[src/rtl/bus_control_fsm.sv]
// Instruction-sequencing control unit for the 16-bit shared-bus processor.
// Latches a 9-bit instruction {III,XXX,YYY} from DIN in T0. It then steps
// T1..T3 and drives the bus-source selects and the destination load enables
// for mv, mvi, add and sub.
module bus_control_fsm #(
  parameter int DATA_W = 16,
  parameter int IR_W   = 9
) (
  input  logic              Clock,
  input  logic              Resetn,
  input  logic              Run,
  input  logic [DATA_W-1:0] DIN,
  output logic [IR_W-1:0]   IR,
  output logic [7:0]        Rout,
  output logic              Gout,
  output logic              DINout,
  output logic [7:0]        Rin,
  output logic              Ain,
  output logic              Gin,
  output logic              AddSub,
  output logic              Done,
  output logic              Busy
);

  typedef enum logic [1:0] {T0, T1, T2, T3} state_t;

  localparam logic [2:0] OP_MV  = 3'b000;
  localparam logic [2:0] OP_MVI = 3'b001;
  localparam logic [2:0] OP_ADD = 3'b010;
  localparam logic [2:0] OP_SUB = 3'b011;

  state_t            r_state;
  logic [IR_W-1:0]   r_ir;

  logic [2:0]        w_op;
  logic [2:0]        w_x;
  logic [2:0]        w_y;
  logic              w_is_arith;
  logic              w_unused_din;

  // The low DIN bits carry immediate data for the datapath, not the instruction.
  assign w_unused_din = ^DIN[DATA_W-IR_W-1:0];

  assign w_op       = r_ir[8:6];
  assign w_x        = r_ir[5:3];
  assign w_y        = r_ir[2:0];
  assign w_is_arith = (w_op == OP_ADD) || (w_op == OP_SUB);

  // Register select: Rk maps to bit (7-k).
  function automatic logic [7:0] sel(input logic [2:0] n);
    return 8'b1000_0000 >> n;
  endfunction

  // State and instruction register. IR is loaded only in T0 when Run is seen.
  always_ff @(posedge Clock) begin
    if (!Resetn) begin
      r_state <= T0;
      r_ir    <= '0;
    end else begin
      case (r_state)
        T0: begin
          if (Run) begin
            r_ir    <= DIN[DATA_W-1 -: IR_W];
            r_state <= T1;
          end
        end
        T1:      r_state <= w_is_arith ? T2 : T0;
        T2:      r_state <= w_is_arith ? T3 : T0;
        T3:      r_state <= T0;
        default: r_state <= T0;
      endcase
    end
  end

  // Control outputs decoded from {state, IR}. All outputs are held at 0 while reset is asserted.
  always_comb begin
    IR     = '0;
    Rout   = '0;
    Gout   = 1'b0;
    DINout = 1'b0;
    Rin    = '0;
    Ain    = 1'b0;
    Gin    = 1'b0;
    AddSub = 1'b0;
    Done   = 1'b0;
    Busy   = 1'b0;
    if (Resetn) begin
      IR   = r_ir;
      Busy = (r_state != T0);
      case (r_state)
        T1: begin
          case (w_op)
            OP_MV: begin
              Rout = sel(w_y);
              Rin  = sel(w_x);
              Done = 1'b1;
            end
            OP_MVI: begin
              DINout = 1'b1;
              Rin    = sel(w_x);
              Done   = 1'b1;
            end
            OP_ADD, OP_SUB: begin
              Rout = sel(w_x);
              Ain  = 1'b1;
            end
            default: Done = 1'b1;
          endcase
        end
        T2: begin
          if (w_is_arith) begin
            Rout   = sel(w_y);
            Gin    = 1'b1;
            AddSub = (w_op == OP_SUB);
          end
        end
        T3: begin
          if (w_is_arith) begin
            Gout = 1'b1;
            Rin  = sel(w_x);
            Done = 1'b1;
          end
        end
        default: ;
      endcase
    end
  end

endmodule

[config.mk]
export PLATFORM = sky130hd
export DESIGN_NAME = bus_control_fsm
export DESIGN_NICKNAME = d
export VERILOG_FILES = /design/src/rtl/bus_control_fsm.sv
export SDC_FILE = /design/constraint.sdc
export NUM_CORES = 1
export LEC_CHECK = 0
export BUFFER_PORTS_ARGS = -buffer_cell sky130_fd_sc_hd__buf_4
export CAP_MARGIN = 0
export CELL_PAD_IN_SITES_DETAIL_PLACEMENT = 0
export CELL_PAD_IN_SITES_GLOBAL_PLACEMENT = 1
export CORE_MARGIN = 2
export CORE_UTILIZATION = 31
export CTS_CLUSTER_SIZE = 8
export DETAILED_ROUTE_END_ITERATION = 16
export GPL_TIMING_DRIVEN = 0
export PLACE_DENSITY_LB_ADDON = 0.1
export SYNTH_ARGS = -nofsm -noshare
export SYNTH_HDL_FRONTEND = slang
export SYNTH_SLANG_ARGS = --single-unit
[constraint.sdc]
create_clock -name Clock -period 3.6 [get_ports Clock]
set_input_delay 0.36 -clock Clock [delete_from_list [all_inputs] [get_ports Clock]]
set_output_delay 0.36 -clock Clock [all_outputs]
set_load 0.01 [all_outputs]
# After elaboration in Yosys (flattened, before gate mapping)
# Index checks and enable logic that the tools add are counted.
[word_totals] reg_bits=11 in_bits=19 out_inout_bits=32
[classes] n_eq_ne=7 shift=2 mux=31 reduce_logical=7
[ops] operator="$pmux W8 S2" n=3
[ops] operator="$mux W8" n=5
[ops] operator="$mux W1" n=17
[ops] operator="$shr A8 B3 Y8 const A" n=2
[ops] operator="$mux W9" n=1
[ops] operator="$pmux W2 S4" n=1
[ops] operator="$eq A3 B2 Y1 const B" n=2
[ops] operator="$mux W2" n=3
[ops] operator="$eq A2 B2 Y1 const B" n=2
[ops] operator="$reduce_or A2 Y1" n=2
[ops] operator="$eq A3 B1 Y1 const B" n=1
[ops] operator="$logic_not A3 Y1" n=1
[ops] operator="$eq A2 B1 Y1 const B" n=1
[ops] operator="$logic_not A2 Y1" n=1
[ops] operator="$ne A2 B2 Y1 const B" n=1
[ops] operator="$pmux W1 S2" n=1
[ops] operator="$reduce_and A2 Y1" n=1
[ops] operator="$reduce_bool A2 Y1" n=1
[ops] operator="$logic_or A1 B1 Y1" n=1

# Logic depth before layout (Yosys ltp)
[depth] word_depth=5 depth_mapped=6

# Least setup slack after synthesis
# Ideal clock, no wire load.
[synth_path] path_type="flip-flop to output port" start="reg r_state[0]" end="out Rout[3]" arrival_ns=1.358 required_time_ns=3.240 path_slack_ns=1.882 stages_incl_launch_ff=6 n_path_buf=0 cell_sequence="dfxtp_1 -> inv_1 -> ha_1 -> and4b_1 -> nand3_1 -> o22ai_1"
[synth_between] elab_chain_len=3 elab_cells_between_ends=4 cone_classes="eq/ne: 2; mux: 2"
[synth_rtl] element="from (decl)" line="32" rtl="state_t r_state;"
[synth_rtl] element="from (signal assigned)" line="67" rtl="T1: r_state <= w_is_arith ? T2 : T0;"
[synth_rtl] element="from (signal assigned)" line="68" rtl="T2: r_state <= w_is_arith ? T3 : T0;"
[synth_rtl] element="$eq A2 B2 Y1 / $eq A2 B1 Y1 (equally long branches)" line="90" rtl="case (r_state)"
[synth_rtl] element="$pmux W8 S2 (*)" line="90"
[synth_rtl] element="$mux W8 (*)" line="87" rtl="if (Resetn) begin"
[synth_rtl] element="to (decl)" line="14" rtl="output logic [7:0] Rout,"
# Every way passes the cells marked *; elsewhere a longest branch is shown, timed or not.

# Worst setup path after layout
# Ends and elaborated chain as after synthesis.

==> out/results.txt <==
The total clock buffers created by CTS is 3, and the worst clock skew is 0.00149 ns. The routed layout has 932 vias. Setup repair after global routing left no endpoint under its margin. Buffers placed on the I/O ports in this run total 43. The run gives 0 as the number of hold-slack violations in the final timing report. The cell with the biggest individual delay on the critical path is dfxtp_1.

Post-CTS timing repair inserted 0 buffers for setup. For the worst hold slack, the log shows 0.360 ns. The root buffer cell chosen for the clock tree is clkbuf_4.

The max-slew violation count was 0. The layout has 295 filler cells. Detailed placement ended at an HPWL of 2070 µm. The number of global-route vias before repair was 958; the longest individual stage delay on the worst path was 0.40 ns. The number of buffers and inverters on the critical path is 2. The library cells used most frequently in the layout, excluding fill and tap cells, are 43 x buf_4, 13 x nand2_1, 12 x nor2_1, 12 x nand3_1. The run gives 51 as the I/O pin count. The worst pin sits at a relative slew slack of 69.0%. In this run the power density over the cells is 249 nW/µm². The final setup violation count came out at 0. The starting density of the core came out at 32.5%. The highest layer touched by signal routing is met4.

After synthesis, the largest area contributor takes up 24.8% of total cell area. Of the available clock period, the critical path in the final layout requires 62.9%. Once layout is done, the placed cells without fillers occupy 1280 µm². For the maximum count of clock buffers along a single path, the log shows 2.

Global routing used 17.2% of the available tracks across all layers. The average wire per standard cell is 13.7 µm. The number of antenna violations at the first check in global routing was 0. Via-per-instance ratio: 4.85. The repair_antennas step left the layout with diodes totalling 0.

In this run the cell area measured after placement is 1250 µm². Grouping stages by cell kind, the critical path spends the most delay in flip-flops. The logs give 1280 µm for the length of routed met2 wiring and 2730 µm² for the placeable core area. Relative to the synthesized area, the layout overhead comes to 43.7%. Cell taking the most area after synthesis: dfxtp_1.

The number of different library cells used by synthesis comes to 34. The share of post-route cells with drive strength above 1 was 36.0%; the slew at the pin with the worst max-slew slack was 0.465 ns. Clock tree synthesis found a total of 11 sinks. At the end of the flow, the number of nets in the layout was 185.

The standard-cell row count came out at 19. After detailed routing, the wire length on met1 is 1210 µm. For this design the static power due to leakage is 0.572 nW.

The number of DRC markers in iteration 0 came out at 17. After global routing the overflow that remains totals 0. The class of the tightest hold or removal check was primary input to flop. Once detail routing completed, the nets flagged for antenna violations numbered 0. The horizontal die dimension works out to 57.5 µm. At the later pin of the worst-skew pair, clock insertion delay measures 0.26 ns. Sort of element at the end of the critical path: a primary output. In this run the cell area of the synthesized design comes to 888 µm². The run gives 3.24 ns as the critical path data required time.

The startpoint-to-endpoint class of the critical path was flop to primary output. After routing, the total negative slack on setup checks comes to 0 ns. Entering global routing, the biggest net connects 11 pins. Post-route DRC violation count: 0.

Sequential elements use 24.8% of the synthesized area. The minimum clock period came out at 2.26 ns. The floorplan step set the die height to 57.5 µm.

For this design, the CTS-stage hold fixing added 0 buffers. In this run, synthesis produced a sequential element count of 11. Number of optimization iterations in the first detailed-route pass: 4.

Traced cell by cell, the critical path runs through inv_1, ha_1, and4b_1, nand3_1, o22ai_1, buf_4. TritonCTS built the clock tree. During synthesis, Yosys emitted a total of 0 warnings. The max-cap check violation count is 0, and the critical path arrival is 1.90 ns.

Clock-pin slew was measured on the worst setup and hold paths at 0.07 ns. After synthesis, the cell types taking the most area are dfxtp_1 25%, and2_1 7.7%, a21boi_0 7.6%. The synthesized area per cell was 7.79 µm²; the critical-path maximum fanout was 5. The run gives 1 as the H-tree depth. The first global-routing pass estimated 4420 µm of wire. Cells fill 46.7% of the core in the end. Most common cell after layout, fill and taps aside: buf_4. After clock tree synthesis, the repair step resized 0 gates. Counting every instance in the synthesized netlist gives 114. In the detailed route, the total length drawn on met3 is 119 µm. The congestion estimate from routability-driven global placement came to 0.697.

The kind of start point of the critical path is a flop. After detailed routing, the total wire length is 2630 µm. The floorplan step defined a die boundary enclosing 3310 µm².

For the peak supply drop, the log shows 0.196 mV. The flow ran to the end, and the final reports show no timing, DRC or antenna violations. The peak clock frequency supported by timing was 442 MHz; the number of nets produced by synthesis was 137.
==> worst paths after layout <==
check                                start      end  slack (ns)  cells after the start
worst min register to register     r_ir[1]  r_ir[1]        0.51                      2
worst max register to register  r_state[0]  r_ir[8]        2.09                      6
worst min-delay path                DIN[9]  r_ir[2]        0.36                      3
worst max-delay path            r_state[0]  Rout[3]        1.34                      6
==> flip-flops by register name, summed over array words and instances (netlist names) <==
signal,flops
r_ir,9
r_state,2
==> worst register-to-register path: cells and delay by family (launching register included) <==
kind | cells | cell delay, ns
flops | 1 | 0.40
buf+inv | 2 | 0.26
fa+ha+maj | 1 | 0.19
simple gates | 2 | 0.39
compound gates | 1 | 0.19
==> final cells by class <==
class	count	area, µm²	share of cell area, %
repair buffers	43	323	25.3
flip-flops and latches	11	220	17.3
well taps	31	38.8	3.04
inverters	2	7.51	0.588
clock buffers	4	26.3	2.06
multi-input cells	94	624	48.9
plain buffers	7	36.3	2.84
==> where the power goes <==
group | internal, mW | leakage (nW) | total [mW] | switching [mW]
Sequential | 0.130 | 0.0903 | 0.140 | 0.0108
Clock | 0.0428 | 0.0150 | 0.0846 | 0.0418
Combinational | 0.0445 | 0.466 | 0.0927 | 0.0482
==> synthesized netlist by cell type <==
master    number
nor4b_4        1
ha_1           4
and4b_1        1
nand2_1       13
nor2b_2        1
a21boi_0       9
o21bai_2       1
and3_1         2
inv_1          2
nand3b_1       1
mux2_1         1
o22ai_1        7
and4bb_2       1
and3b_4        1
buf_6          1
and2b_1        1
dfxtp_1       11
nor3b_1        1
nand3_1       12
nand3b_2       1
o22ai_2        1
nand4b_1       2
nor2b_1        2
clkbuf_1       4
or2_2          1
o211a_1        1
nand2b_1       2
nor2_1        12
buf_2          2
o21a_1         1
nand4_1        1
and2_1        11
mux2i_1        1
o21ai_2        1
==> layer usage <==
metal / global-route usage (%) / up-vias
li1: - / 492
met1: 22.7 / 416
met2: 28.1 / 22
met3: 2.49 / 2
met4: 6.64 / 0
met5: 0 / -
==> cell families (layout without fill, tap and decap cells) <==
logic type | after synthesis | after routing | share of synthesized area (%)
flops | 11 | 11 | 24.8
mux | 2 | 2 | 2.39
compound gates | 21 | 21 | 18.2
buf+inv | 9 | 56 | 4.93
fa+ha+maj | 4 | 4 | 5.63
simple gates | 67 | 67 | 44.1
==> stage by stage <==
step	instances	power, mW	worst slack, ns
global route	192	0.339	1.21
detailed placement	188	0.237	1.62
CTS	192	0.324	1.32
finish	192	0.318	1.34
floorplan	114	0.199	1.88
global placement	188	0.234	1.69
(Power assumes the default switching activity.)
